$ cat src/rtl/dds_uart_ctrl_pkg.sv
// Shared definitions for the DDS UART command decoder: FSM states,
// command codes, ASCII constants and small byte-classification helpers.
package dds_uart_ctrl_pkg;

    typedef enum logic [2:0] {
        ST_IDLE    = 3'd0,
        ST_CHAN    = 3'd1,
        ST_VAL     = 3'd2,
        ST_COMMIT  = 3'd3,
        ST_DISCARD = 3'd4
    } state_t;

    typedef enum logic {
        CMD_FREQ = 1'b0,
        CMD_WAVE = 1'b1
    } cmd_t;

    localparam logic [7:0] ASCII_CR   = 8'h0D;
    localparam logic [7:0] ASCII_LF   = 8'h0A;
    localparam logic [7:0] ASCII_SP   = 8'h20;
    localparam logic [7:0] ASCII_0    = 8'h30;
    localparam logic [7:0] ASCII_9    = 8'h39;
    localparam logic [7:0] ASCII_F_UC = 8'h46;
    localparam logic [7:0] ASCII_F_LC = 8'h66;
    localparam logic [7:0] ASCII_W_UC = 8'h57;
    localparam logic [7:0] ASCII_W_LC = 8'h77;

    // True for '0'..'9'
    function automatic logic is_digit(input logic [7:0] b);
        return (b >= ASCII_0) && (b <= ASCII_9);
    endfunction

    // True for a line terminator (CR or LF)
    function automatic logic is_term(input logic [7:0] b);
        return (b == ASCII_CR) || (b == ASCII_LF);
    endfunction

endpackage

$ cat src/rtl/dds_uart_ctrl_dec_accum.sv
// W-bit saturating decimal accumulator: acc <= acc*10 + digit on en,
// clamps to all-ones and raises a sticky sat flag on overflow; clr
// restarts both for a new number.
import dds_uart_ctrl_pkg::*;

module dds_uart_ctrl_dec_accum #(
    parameter int W = 32
) (
    input  logic         Clk_100M,
    input  logic         Reset,
    input  logic         clr,
    input  logic         en,
    input  logic [3:0]   digit,
    output logic [W-1:0] acc,
    output logic         sat
);

    localparam logic [W+3:0] ACC_MAX = {4'b0000, {W{1'b1}}};

    logic [W-1:0] acc_r;
    logic         sat_r;
    logic [W+3:0] next_s;

    // acc*10 + digit, computed as shifts in W+4 bits so overflow is visible
    always_comb begin
        next_s = ({4'b0000, acc_r} << 3'd3)
               + ({4'b0000, acc_r} << 3'd1)
               + {{W{1'b0}}, digit};
    end

    // Accumulator register; saturation stays set until the next clear
    always_ff @(posedge Clk_100M) begin
        if (Reset) begin
            acc_r <= {W{1'b0}};
            sat_r <= 1'b0;
        end else if (clr) begin
            acc_r <= {W{1'b0}};
            sat_r <= 1'b0;
        end else if (en) begin
            if (next_s > ACC_MAX) begin
                acc_r <= {W{1'b1}};
                sat_r <= 1'b1;
            end else begin
                acc_r <= next_s[W-1:0];
            end
        end
    end

    assign acc = acc_r;
    assign sat = sat_r;

endmodule

$ cat src/rtl/dds_uart_ctrl.sv
// Multi-channel command decoder between the UART receiver and the DDS bank.
// Parses "<F|W><ch><decimal><CR|LF>" lines into per-channel tuning words
// and waveform modes, pulsing Update for the written channel and Error for
// any rejected line.
import dds_uart_ctrl_pkg::*;

module dds_uart_ctrl #(
    parameter int          W         = 32,
    parameter int          NCH       = 2,
    parameter int unsigned DEFAULT_M = 1
) (
    input  logic               Clk_100M,
    input  logic               Reset,
    input  logic [7:0]         RxData,
    input  logic               RxBusy,
    output logic [NCH*W-1:0]   M,
    output logic [NCH*2-1:0]   Wave,
    output logic [NCH-1:0]     Update,
    output logic               Error
);

    localparam int CHW = (NCH > 1) ? $clog2(NCH) : 1;

    // byte capture
    logic           busy_q_r;
    logic           strb_q_r;
    logic [7:0]     byte_q_r;
    logic           strobe_s;

    // FSM
    state_t         state_r, state_n;
    cmd_t           cmd_r, cmd_n;
    logic [CHW-1:0] ch_r, ch_n;
    logic           ndig_r, ndig_n;

    // byte classification of the captured byte
    logic [3:0]     digit_s;
    logic           is_digit_s;
    logic           is_term_s;
    logic           ch_ok_s;

    // accumulator
    logic           acc_clr_s;
    logic           acc_en_s;
    logic [W-1:0]   acc_s;
    logic           sat_s;

    // commit / error decisions
    logic           line_err_s;
    logic           commit_err_s;
    logic           wr_m_s;
    logic           wr_wave_s;

    // output registers
    logic [W-1:0]   m_r    [NCH];
    logic [1:0]     wave_r [NCH];
    logic [NCH-1:0] update_r;
    logic           error_r;

    // A new byte is announced by the falling edge of RxBusy
    assign strobe_s = busy_q_r & ~RxBusy;

    // Edge detector and byte latch; the FSM sees the byte one cycle later
    always_ff @(posedge Clk_100M) begin
        if (Reset) begin
            busy_q_r <= 1'b0;
            strb_q_r <= 1'b0;
            byte_q_r <= 8'h00;
        end else begin
            busy_q_r <= RxBusy;
            strb_q_r <= strobe_s;
            if (strobe_s) begin
                byte_q_r <= RxData;
            end
        end
    end

    // Decode the captured byte; ASCII digits carry their value in the low nibble
    always_comb begin
        digit_s    = byte_q_r[3:0];
        is_digit_s = is_digit(byte_q_r);
        is_term_s  = is_term(byte_q_r);
        ch_ok_s    = is_digit_s && ({28'd0, digit_s} < 32'(NCH));
    end

    dds_uart_ctrl_dec_accum #(
        .W (W)
    ) u_accum (
        .Clk_100M (Clk_100M),
        .Reset    (Reset),
        .clr      (acc_clr_s),
        .en       (acc_en_s),
        .digit    (digit_s),
        .acc      (acc_s),
        .sat      (sat_s)
    );

    // FSM state and line-context registers
    always_ff @(posedge Clk_100M) begin
        if (Reset) begin
            state_r <= ST_IDLE;
            cmd_r   <= CMD_FREQ;
            ch_r    <= {CHW{1'b0}};
            ndig_r  <= 1'b0;
        end else begin
            state_r <= state_n;
            cmd_r   <= cmd_n;
            ch_r    <= ch_n;
            ndig_r  <= ndig_n;
        end
    end

    // Next-state, accumulator control and commit decisions
    always_comb begin
        state_n      = state_r;
        cmd_n        = cmd_r;
        ch_n         = ch_r;
        ndig_n       = ndig_r;
        acc_clr_s    = 1'b0;
        acc_en_s     = 1'b0;
        line_err_s   = 1'b0;
        commit_err_s = 1'b0;
        wr_m_s       = 1'b0;
        wr_wave_s    = 1'b0;

        case (state_r)
            ST_IDLE: begin
                if (strb_q_r) begin
                    if ((byte_q_r == ASCII_F_UC) || (byte_q_r == ASCII_F_LC)) begin
                        state_n = ST_CHAN;
                        cmd_n   = CMD_FREQ;
                    end else if ((byte_q_r == ASCII_W_UC) || (byte_q_r == ASCII_W_LC)) begin
                        state_n = ST_CHAN;
                        cmd_n   = CMD_WAVE;
                    end else if (is_term_s || (byte_q_r == ASCII_SP)) begin
                        state_n = ST_IDLE;
                    end else begin
                        state_n    = ST_DISCARD;
                        line_err_s = 1'b1;
                    end
                end else begin
                    state_n = ST_IDLE;
                end
            end

            ST_CHAN: begin
                if (strb_q_r) begin
                    if (ch_ok_s) begin
                        state_n   = ST_VAL;
                        ch_n      = digit_s[CHW-1:0];
                        ndig_n    = 1'b0;
                        acc_clr_s = 1'b1;
                    end else if (is_term_s) begin
                        state_n    = ST_IDLE;
                        line_err_s = 1'b1;
                    end else begin
                        state_n    = ST_DISCARD;
                        line_err_s = 1'b1;
                    end
                end else begin
                    state_n = ST_CHAN;
                end
            end

            ST_VAL: begin
                if (strb_q_r) begin
                    if (is_digit_s) begin
                        acc_en_s = 1'b1;
                        ndig_n   = 1'b1;
                    end else if (is_term_s) begin
                        state_n = ST_COMMIT;
                    end else begin
                        state_n    = ST_DISCARD;
                        line_err_s = 1'b1;
                    end
                end else begin
                    state_n = ST_VAL;
                end
            end

            // Single cycle: write the selected register or flag the line
            ST_COMMIT: begin
                state_n = ST_IDLE;
                if (!ndig_r) begin
                    commit_err_s = 1'b1;
                end else if (cmd_r == CMD_FREQ) begin
                    wr_m_s       = 1'b1;
                    commit_err_s = sat_s;
                end else if (|acc_s[W-1:2]) begin
                    commit_err_s = 1'b1;
                end else begin
                    wr_wave_s = 1'b1;
                end
            end

            // Swallow the rest of a bad line without further errors
            ST_DISCARD: begin
                if (strb_q_r && is_term_s) begin
                    state_n = ST_IDLE;
                end else begin
                    state_n = ST_DISCARD;
                end
            end

            default: begin
                state_n = ST_IDLE;
            end
        endcase
    end

    // Per-channel output registers and one-cycle Update/Error pulses
    always_ff @(posedge Clk_100M) begin
        if (Reset) begin
            for (int c = 0; c < NCH; c++) begin
                m_r[c]    <= W'(DEFAULT_M);
                wave_r[c] <= 2'b00;
            end
            update_r <= {NCH{1'b0}};
            error_r  <= 1'b0;
        end else begin
            error_r <= line_err_s | commit_err_s;
            for (int c = 0; c < NCH; c++) begin
                if (ch_r == CHW'(c)) begin
                    update_r[c] <= wr_m_s | wr_wave_s;
                    if (wr_m_s) begin
                        m_r[c] <= acc_s;
                    end
                    if (wr_wave_s) begin
                        wave_r[c] <= acc_s[1:0];
                    end
                end else begin
                    update_r[c] <= 1'b0;
                end
            end
        end
    end

    // Pack the channel registers onto the flat output buses
    for (genvar g = 0; g < NCH; g++) begin : g_pack
        assign M[g*W +: W]    = m_r[g];
        assign Wave[g*2 +: 2] = wave_r[g];
    end

    assign Update = update_r;
    assign Error  = error_r;

endmodule

$ cat config.mk
export PLATFORM = sky130hd
export DESIGN_NAME = dds_uart_ctrl
export DESIGN_NICKNAME = d
export VERILOG_FILES = /design/src/rtl/dds_uart_ctrl_pkg.sv /design/src/rtl/dds_uart_ctrl_dec_accum.sv /design/src/rtl/dds_uart_ctrl.sv
export SDC_FILE = /design/constraint.sdc
export NUM_CORES = 1
export LEC_CHECK = 0
export BUFFER_PORTS_ARGS = -buffer_cell sky130_fd_sc_hd__buf_2
export CORE_ASPECT_RATIO = 0.9
export CORE_MARGIN = 5
export CORE_UTILIZATION = 50
export CTS_CLUSTER_DIAMETER = 60
export CTS_CLUSTER_SIZE = 20
export DETAILED_ROUTE_END_ITERATION = 6
export PLACE_DENSITY = 0.73
export SLEW_MARGIN = 40
export SYNTH_ARGS = -nofsm -noshare
export SYNTH_HDL_FRONTEND = slang
export SYNTH_SLANG_ARGS = --single-unit
$ cat constraint.sdc
create_clock -name Clk_100M -period 4.3 [get_ports Clk_100M]
set_input_delay 0.43 -clock Clk_100M [delete_from_list [all_inputs] [get_ports Clk_100M]]
set_output_delay 0.43 -clock Clk_100M [all_outputs]
set_load 0.005 [all_outputs]
==> impl_metrics.tcl, run 1 <==
set metrics [dict create \
    reg2regPathDepth 11 \
    ys.flop_type "edfxtp_1" \
    io-pin-count 82 \
    grt_max_degree 36 \
    fin_nets 814 \
    m1WireLength_um 7366 \
    gp_congestion 0.8654 \
    slowest_delay_ns 0.51 \
    synth_edf_count 68 \
    cts.path.max_buffers 2 \
    dp_hpwl_um 11970 \
    route.met3.wl_um 1017 \
    critPathMaxFanout 13 \
    port_buffers 81 \
    dieArea_um2 16050 \
    period_minus_slack_ns 3.825 \
    fillers 1072 \
    async_flop_share_pct 0 \
    grt_pass1_vias 5289 \
    start_util_pct 50.95 \
    antenna_found_initial 0 \
    crit_chain "fa_1, fa_1, a211oi_1, o211ai_1, a211oi_1, o211ai_2, a211oi_2, a31oi_2, nor3_4, buf_4, a31oi_1" \
    vias 5511 \
    fin_crit_sh_pct 88.97 \
    drt_first_pass_iters 5 \
    root_buffer "clkbuf_16" \
    worstMarginPinSlew_ns 0.8125 \
    die_w_um 133.0 \
    grt_pass1_wl_um 26170 \
    ys_types 68 \
    crit_arrival_ns 4.09 \
    p_per_area_nw_per_um2 331.1 \
    fin_tns_setup_ns 0 \
    grt_overflow 0 \
    fin_worst_skew_ns 0.01325 \
    finish.utilization_pct 58.66 \
    worstSkewPairLatency_ns 0.41 \
    finalHoldViolCount 0 \
    regToRegSetupSlack_ns 0.47 \
    path_class "reg -> reg" \
    syn_inst 665 \
    routed.top_layer "met4" \
    die_h_um 120.7 \
    min_from "RxData[0]" \
    cts-buffers-inserted 17 \
    routed_wl_um 15810 \
    run_status "finished, final reports clean" \
    ys_ff_latch 120 \
    rsz0062_at_grt "false" \
    drt_iter0_drc 403 \
    finalSetupViolations 0 \
    worstHoldPathCells 3 \
    hold_path.class "in -> reg" \
    area_delta_synth_final_pct 15.14 \
    fmax_ghz 0.2614 \
    cp-start-kind "flop" \
    yosysWarnings 0 \
    antenna_left 0 \
    post_cts_buffers 0 \
    htree_levels 4 \
    leakage_nw 3.407 \
    maxSlewHeadroom_pct 44.43 \
    drive_gt1_share_pct 19.31 \
    multi_input_area_um2 3497 \
    r2r_start "u_accum.acc[2]" \
    final_max_slew_viol_count 0 \
    cts_tree "built" \
    postCtsHoldBufs 0 \
    ir_worst_vdd_mv 0.2897 \
    synth_top_area_cell "edfxtp_1" \
    cap_viol_max_count 0 \
    drc 0 \
    r2r_end "u_accum.acc[19]" \
    netlist_area_um2 6808 \
    path_clk_slew_ns 0.05 \
    met2_length_um 7105 \
    crit_required_ns 4.56 \
    synth_area_per_cell_um2 10.24 \
    antenna_cells 0 \
    clock_sinks 120 \
    synth.top_cell.area_share_pct 29.99 \
    cts_resized 0 \
    wl_per_cell_um 17.20 \
    seq_area_um2 3083 \
    critPathCaptureType "flop" \
    rows 40 \
    syn_nets 741 \
    whs_endpoint "byte_q_r[0]" \
    vias_per_cell 5.997 \
    design.core.area_um2 13360 \
    slowest_stage "nor3_4" \
    synth.top_cells.by_area "edfxtp_1 (30%), dfxtp_1 (15%), ha_1 (12%), a21oi_1 (3.9%), o21ai_0 (3.5%)" \
    seq_area_frac_synth_pct 45.29 \
    grt_usage_pct 19.88 \
]
[layout make-up]
cell class	count	area share, %
Clock buffer	19	5.523
Clock inverter	13	1.389
Inverter	11	0.5267
Multi-Input combinational cell	499	44.61
Sequential cell	120	39.33
Tap cell	168	2.682
Timing Repair Buffer	89	5.938
[through the flow]
stage               power (mW)  area (um2)  hold WS (ns)  setup WS, ns  cells
detailed placement       1.339        7297        0.4736        0.5200    887
global route             2.678        7839        0.2478        0.1974    919
global placement         1.336        7297        0.4769        0.6846    887
CTS                      2.615        7839        0.2460        0.4994    919
finish                   2.595        7839        0.2613        0.4745    919
floorplan                1.302        6808        0.4257         1.152    665
[worst max-delay path: cells and delay by family, from the launching register on]
family                     cells  cell delay [ns]
AOI/OAI and AO/OA              7             1.43
adders and majority gates      2             1.00
and+or+nand+nor                1             0.51
buffers and inverters          1             0.30
DFF                            1             0.43
[power by group]
part	total (mW)	switching (mW)	internal (mW)
sequential	1.25	0.0103	1.23
combinational	0.0691	0.0413	0.0278
clock	1.28	0.493	0.788
total	2.60	0.545	2.05
[layout by cell type, fill, tap and decap left out, drive strengths merged, types with 13 or more instances in the layout]
cell type   n
clkbuf     19
o21ai      52
xnor2      19
a31oi      35
a21o       18
ha         63
edfxtp     68
nor3       13
nand3      14
nand2      46
a21oi      54
nor2       30
buf        89
and2       37
dfxtp      52
[cell families after synthesis]
group / count (synthesis) / synth area share, %
AO/OA/AOI/OAI: 201 / 18.73
AND/OR/NAND/NOR: 200 / 16.05
flip-flops: 120 / 45.29
adder cells (fa/ha/maj): 66 / 12.31
buffers and inverters: 46 / 3.474
XOR/XNOR: 30 / 3.860
multiplexers: 2 / 0.2941
[sequential cells by signal (all words and copies together) (netlist names)]
name	flops
cmd_r	1
u_accum.sat	1
ch_r	1
byte_q_r	8
u_accum.acc	32
Update	2
busy_q_r	1
Error	1
wave_r	4
strb_q_r	1
state_r	3
m_r	64
ndig_r	1
[routing by layer]
metal	track usage, %	vias to the layer above
li1	-	2639
met1	27.85	2648
met2	30.30	199
met3	3.910	25
met5	0	-
met4	7.922	0
[Yosys cell counts (all sizes together) (2+ instances only)]
cell,count
a311o,2
xnor2,19
mux2i,2
edfxtp,68
o31ai,2
a21o,18
nand2b,5
inv,11
a211oi,7
dfxtp,52
a31oi,35
buf,12
and2,37
o21bai,9
nand3,14
o21ai,52
and3,7
xor2,11
clkbuf,22
or2,2
nor4,12
nor2,30
fa,2
ha,63
nor3,13
nand4,12
o21a,4
or3,7
o211ai,7
a21oi,54
a2111oi,2
nor2b,7
nand2,46
nand3b,3
[how the worst max path moves through the flow]
| stage | start | to | slack (ns) | cells after the start |
|---|---|---|---|---|
| finish | u_accum.acc[2] | u_accum.acc[19] | 0.47 | 11 |
| global route | u_accum.acc[2] | u_accum.acc[19] | 0.20 | 11 |
| CTS | u_accum.acc[2] | u_accum.acc[19] | 0.50 | 11 |
| detailed placement | u_accum.acc[2] | u_accum.acc[19] | 0.52 | 11 |
| global placement | byte_q_r[3] | u_accum.acc[26] | 0.68 | 11 |
| floorplan | state_r[1] | m_r[0][0] | 1.15 | 5 |
Note: power is estimated with default switching activity, not from simulation.
==> run 2, diff against run 1 <==
--- a/config.mk
+++ b/config.mk
@@ -6,13 +6,15 @@
 export NUM_CORES = 1
 export LEC_CHECK = 0
 export BUFFER_PORTS_ARGS = -buffer_cell sky130_fd_sc_hd__buf_2
+export CELL_PAD_IN_SITES_DETAIL_PLACEMENT = 2
+export CELL_PAD_IN_SITES_GLOBAL_PLACEMENT = 2
 export CORE_ASPECT_RATIO = 0.9
 export CORE_MARGIN = 5
-export CORE_UTILIZATION = 50
+export CORE_UTILIZATION = 38
 export CTS_CLUSTER_DIAMETER = 60
 export CTS_CLUSTER_SIZE = 20
 export DETAILED_ROUTE_END_ITERATION = 6
-export PLACE_DENSITY = 0.73
+export PLACE_DENSITY = 0.84
 export SLEW_MARGIN = 40
 export SYNTH_ARGS = -nofsm -noshare
 export SYNTH_HDL_FRONTEND = slang
==> constraint.sdc (replaced) <==
create_clock -name Clk_100M -period 3.9 [get_ports Clk_100M]
set_input_delay 0.39 -clock Clk_100M [delete_from_list [all_inputs] [get_ports Clk_100M]]
set_output_delay 0.39 -clock Clk_100M [all_outputs]
set_load 0.005 [all_outputs]
==> run 2 against run 1 <==
Combinational power is 32% higher. Die area is 29% higher. Register-to-register slack worse by 0.37 ns. Utilization is 13 points lower. First-iteration DRC count is 39% higher. Wire length is 87% higher. Power is 23% higher. Critical path type unchanged.
==> impl_metrics.tcl, run 2 (synthesized netlist as in run 1, its figures left out) <==
set metrics [dict create \
    run_status "finished, final reports clean" \
    cp-start-kind "flop" \
    vias_per_cell 6.192 \
    htree_levels 4 \
    gp_congestion 0.8484 \
    fin_nets 818 \
    drt_first_pass_iters 5 \
    design.core.area_um2 17610 \
    cts.path.max_buffers 2 \
    antenna_cells 0 \
    r2r_start "u_accum.acc[1]" \
    final_max_slew_viol_count 0 \
    fmax_ghz 0.2633 \
    pwr-share-comb_pct 2.9 \
    fin_hold_ws_ns 0.2169 \
    whs_endpoint "byte_q_r[5]" \
    dp_hpwl_um 18230 \
    fin_area_um2 8034 \
    final_common_cell "buf_2" \
    drive_gt1_share_pct 20.26 \
    grtUsageMet3_pct 6.258 \
    p_per_area_nw_per_um2 397.3 \
    root_buffer "clkbuf_16" \
    clock_sinks 120 \
    die_w_um 151.1 \
    worstHoldPathCells 3 \
    antenna_found_initial 0 \
    grt_usage_pct 28.82 \
    seq_power_share_pct 43.2 \
    regToRegSetupSlack_ns 0.10 \
    antenna_left 0 \
    path_clk_slew_ns 0.07 \
    r2r_end "u_accum.acc[3]" \
    power_mw 3.192 \
    crit_required_ns 4.18 \
    grt_max_degree 36 \
    port_buffers 81 \
    worstMarginPinSlew_ns 0.6523 \
    grt_overflow 0 \
    switchingPower_mw 0.8317 \
    postCtsHoldBufs 0 \
    busiest_layer "met2" \
    reg2regPathDepth 12 \
    grt_pass1_vias 6692 \
    clock_power_share_pct 54.0 \
    period_minus_slack_ns 3.798 \
    finalHoldViolCount 0 \
    placed_area_um2 7417 \
    crit_arrival_ns 4.08 \
    grt_pass1_wl_um 44100 \
    critPathCaptureType "flop" \
    internal_power_mw 2.360 \
    cts_tree "built" \
    rows 46 \
    wl_per_cell_um 29.77 \
    cts-buffers-inserted 17 \
    reg_top3 "m_r: 64 flops, u_accum.acc: 32 flops, byte_q_r: 8 flops" \
    cap_viol_max_count 0 \
    ir_worst_vdd_mv 0.3046 \
    final_cell_mix "buf_2 (81), edfxtp_1 (68), ha_1 (63)" \
    fin_worst_skew_ns 0.01877 \
    swShare_pct 26.06 \
    regMostFlops "m_r" \
    dieArea_um2 20700 \
    globalRouteMet2Util_pct 48.57 \
    routed_wl_um 29620 \
    largest_reg_flops 64 \
    worstSkewPairLatency_ns 0.45 \
    use_met1_pct 34.81 \
    leakage_nw 3.469 \
    vias 6161 \
    io-pin-count 82 \
    hold_path.class "in -> reg" \
    path_class "reg -> reg" \
    area_delta_synth_final_pct 18.01 \
    finalSetupViolations 0 \
    finish.utilization_pct 45.62 \
    die_h_um 137.0 \
    maxSlewHeadroom_pct 55.39 \
    min_from "RxData[5]" \
    start_util_pct 38.65 \
    fin_crit_sh_pct 97.38 \
    critPathMaxFanout 21 \
    drt_iter0_drc 562 \
    drc 0 \
]
## run 2: worst max-delay path by stage
stage	from	end	depth (start not counted)
finish	u_accum.acc[1]	u_accum.acc[3]	12
global route	u_accum.acc[0]	u_accum.acc[8]	11
CTS	u_accum.acc[1]	u_accum.acc[3]	12
detailed placement	u_accum.acc[0]	u_accum.acc[6]	11
global placement	byte_q_r[3]	u_accum.sat	11
floorplan	state_r[1]	m_r[0][0]	5
## run 2: metal layers
| layer | up-vias | wire length [um] | part of all wire [%] |
|---|---|---|---|
| met4 | 0 | 1214 | 4.1 |
| li1 | 2646 | - | - |
| met5 | - | 0 | 0 |
| met3 | 80 | 2163 | 7.3 |
| met1 | 3107 | 11940 | 40 |
| met2 | 328 | 14310 | 48 |
## run 2: repair_timing
item,4_1_cts,5_1_grt
setup endpoints to repair,3,33
buffers inserted,0,0
resized for setup,1,2
## run 2: cell type report
| type | count | area [um2] |
|---|---|---|
| Clock buffer | 17 | 425.4 |
| Clock inverter | 15 | 177.7 |
| Fill cell | 1856 | 9578 |
| Inverter | 11 | 41.29 |
| Multi-Input combinational cell | 499 | 3507 |
| Sequential cell | 120 | 3083 |
| Tap cell | 240 | 300.3 |
| Timing Repair Buffer | 93 | 499.2 |
## run 2: stage by stage
step / cells / setup slack, ns / TNS [ns]
6_report: 995 / 0.1022 / 0
5_1_grt: 995 / -0.02633 / -0.04506
4_1_cts: 995 / 0.03523 / 0
3_5_place_dp: 963 / 0.1968 / 0
3_3_place_gp: 963 / 0.4698 / 0
2_1_floorplan: 665 / 0.7515 / 0
## run 2: power by group through the flow
stage                     clock network (mW)  registers [mW]  logic, mW
after floorplan                            0            1.40     0.0334
after global placement                     0            1.40     0.0770
after detailed placement                   0            1.40     0.0852
after CTS                               1.72            1.38     0.0916
after global routing                    1.76            1.38     0.0969
final                                   1.72            1.38     0.0914
## run 2: worst max-delay path, cell delays in order (launching register included)
cell	delay (ns)
dfxtp_1	0.49
ha_1	0.32
ha_1	0.25
fa_1	0.48
a211oi_2	0.28
o211ai_1	0.22
a21oi_1	0.25
o21ai_0	0.22
a31oi_1	0.28
xnor2_1	0.14
nor3_4	0.25
buf_6	0.28
a31oi_2	0.18
==> run 3, diff against run 2 <==
--- a/config.mk
+++ b/config.mk
@@ -14,8 +14,10 @@
 export CTS_CLUSTER_DIAMETER = 60
 export CTS_CLUSTER_SIZE = 20
 export DETAILED_ROUTE_END_ITERATION = 6
-export PLACE_DENSITY = 0.84
+export PLACE_DENSITY = 0.83
+export SETUP_SLACK_MARGIN = 0.5
 export SLEW_MARGIN = 40
 export SYNTH_ARGS = -nofsm -noshare
 export SYNTH_HDL_FRONTEND = slang
+export SYNTH_HIERARCHICAL = 1
 export SYNTH_SLANG_ARGS = --single-unit
==> run 3 against run 2 <==
The run now ends with setup timing left. Clock power up 3%. First-iteration DRC count up 7.5%. Largest power group unchanged. Cell area grew 5.7%. Clock-buffer cell count increased by 1. Combinational power grew 7.7%. Fmax shrank 7.0%. Area after synthesis is 1.8% lower. Die area fell by 1.7%.
==> impl_metrics.tcl, run 3 <==
set metrics [dict create \
    yosysWarnings 6 \
    final_cell_mix "buf_2 (81), edfxtp_1 (68), nand2_1 (49), ha_1 (49), o21ai_0 (47)" \
    netlist_top_cells_count "edfxtp_1 (68), ha_1 (63), dfxtp_1 (52)" \
    seq_area_frac_synth_pct 46.12 \
    largest_reg_flops 64 \
    min_from "RxData[6]" \
    cts_tree "built" \
    fin_worst_skew_ns 0.01858 \
    start_util_pct 38.33 \
    vias 6473 \
    maxSlewHeadroom_pct 45.89 \
    path_clk_slew_ns 0.07 \
    power_mw 3.246 \
    cap_viol_max_count 0 \
    drt_first_pass_iters 5 \
    fin_crit_sh_pct 104.7 \
    die_h_um 135.8 \
    synth.top_cell.area_share_pct 30.54 \
    rsz0062_at_grt "true" \
    antenna_found_initial 0 \
    postCtsHoldBufs 0 \
    r2r_end "u_accum/acc[0]" \
    yosysMostFrequentCell "edfxtp_1" \
    synth_edf_count 68 \
    grt_usage_pct 29.17 \
    p_per_area_nw_per_um2 382.2 \
    die_w_um 149.8 \
    grt_pass1_wl_um 44390 \
    violations "setup timing" \
    grt_overflow 0 \
    routed_wl_um 31430 \
    gp_congestion 0.8654 \
    fin_cells 996 \
    crit_arrival_ns 4.35 \
    period_minus_slack_ns 4.084 \
    clock_sinks 120 \
    ys.flop_type "edfxtp_1" \
    antenna_left 0 \
    hold_path.class "in -> reg" \
    ir_worst_vdd_mv 0.2860 \
    worstHoldPathCells 3 \
    worstMarginPinSlew_ns 0.8042 \
    io-pin-count 82 \
    async_flop_share_pct 0 \
    fin_tns_setup_ns -2.308 \
    regMostFlops "m_r" \
    drc 0 \
    vias_per_cell 6.499 \
    critPathCaptureType "flop" \
    reg2regPathDepth 13 \
    htree_levels 4 \
    path_class "reg -> reg" \
    cp-start-kind "flop" \
    grt_pass1_vias 6779 \
    design.core.area_um2 17440 \
    port_buffers 81 \
    crit_required_ns 4.17 \
    syn_inst 643 \
    whs_endpoint "byte_q_r[6]" \
    worstSkewPairLatency_ns 0.46 \
    finalHoldViolCount 0 \
    cts-buffers-inserted 17 \
    netlist_area_um2 6685 \
    fillers 1725 \
    cts.path.max_buffers 2 \
    dieArea_um2 20350 \
    wl_per_cell_um 31.56 \
    synth_top_area_cell "edfxtp_1" \
    root_buffer "clkbuf_16" \
    dp_hpwl_um 15540 \
    final_common_cell "buf_2" \
    ys_ff_latch 120 \
    finalSetupViolations 31 \
    final_max_slew_viol_count 0 \
    syn_nets 719 \
    grt_max_degree 66 \
    drt_iter0_drc 604 \
    ys_types 75 \
    area_delta_synth_final_pct 27.03 \
    synth_area_per_cell_um2 10.40 \
    regToRegSetupSlack_ns -0.18 \
    fmax_ghz 0.2448 \
    fin_nets 818 \
    leakage_nw 3.584 \
    r2r_start "u_accum/acc[26]" \
    synth.top_cells.by_area "edfxtp_1 (31%), dfxtp_1 (16%), ha_1 (12%), o21ai_0 (3.5%), and2_1 (3.5%)" \
    reg_top3 "m_r: 64 flops, u_accum/acc: 32 flops, byte_q_r: 8 flops" \
    place_inst 939 \
    drive_gt1_share_pct 29.14 \
    fin_ws_ns -0.1842 \
    critPathMaxFanout 7 \
    rows 46 \
    run_status "finished, violations left" \
]
## run 3: cell count changes after synthesis, moves of 5 or more
cell,delta
a21oi_1,-8
nand3_1,-7
clkbuf_2,+6
nor3_1,-6
clkbuf_1,-5
inv_1,+5
## run 3: worst max-delay path by stage
| stage | slack, ns | cells past startpoint | from | to |
|---|---|---|---|---|
| 2_1_floorplan | 0.53 | 13 | byte_q_r[2] | u_accum/acc[11] |
| 3_3_place_gp | 0.30 | 12 | u_accum/acc[2] | u_accum/acc[31] |
| 3_5_place_dp | 0.11 | 12 | u_accum/acc[0] | u_accum/acc[26] |
| 4_1_cts | 0.29 | 13 | byte_q_r[3] | u_accum/acc[4] |
| 5_1_grt | -0.14 | 14 | u_accum/acc[0] | u_accum/acc[0] |
| 6_report | -0.18 | 13 | u_accum/acc[26] | u_accum/acc[0] |
## run 3: kinds of logic after synthesis
logic type / synth area share, %
compound gates: 19.02
simple gates: 14.79
flops: 46.12
fa+ha+maj: 12.54
buf+inv: 3.425
xor+xnor: 3.799
mux: 0.3182
## run 3: final cells by class
type / instances / area [um2] / share of cell area, %
diodes: 1 / 2.502 / 0.02947
flip-flops and latches: 120 / 3122 / 36.76
well taps: 240 / 300.3 / 3.536
clock inverters: 14 / 198.9 / 2.343
clock buffers: 18 / 429.2 / 5.054
multi-input cells: 474 / 3633 / 42.79
repair buffers: 113 / 745.7 / 8.781
inverters: 16 / 60.06 / 0.7072
## run 3: power by group
part | internal [mW] | switching [mW]
Sequential | 1.36 | 0.0174
Clock | 1.07 | 0.698
Combinational | 0.0357 | 0.0627
## run 3: metrics by stage
stage / setup WS [ns] / hold WS, ns / util (%) / cell area (um2)
2_1_floorplan: 0.5307 / 0.4387 / - / 6689
3_3_place_gp: 0.2980 / 0.4730 / 41.82 / 7293
3_5_place_dp: 0.1060 / 0.4788 / 42.02 / 7328
4_1_cts: 0.2947 / 0.1983 / 47.55 / 8292
5_1_grt: -0.1371 / 0.2111 / 48.68 / 8489
6_report: -0.1842 / 0.2186 / 48.69 / 8492
## run 3: repair_timing
action,4_1_cts,5_1_grt
pin swaps,20,11
gates cloned,2,0
buffers inserted,14,8
endpoints found under the setup margin,33,33
resized for setup,44,38
## run 3: layer usage
| metal | share of wire (%) | vias to the layer above | GRT usage, % |
|---|---|---|---|
| li1 | - | 2630 | - |
| met1 | 38 | 3304 | 33.59 |
| met2 | 50 | 401 | 51.56 |
| met3 | 6.8 | 138 | 5.700 |
| met4 | 5.5 | 0 | 14.68 |
| met5 | 0 | - | 0 |
## run 3: worst max-delay path: stages (launching register included)
cell and delay [ns]:
dfxtp_1 0.49, ha_1 0.30, ha_1 0.42, nand4_1 0.25, nor2_1 0.13, a221oi_1 0.35, o21ai_1 0.22, or4_4 0.60
a211o_1 0.37, a21oi_4 0.24, buf_12 0.16, buf_12 0.10, buf_16 0.11, a31oi_2 0.14
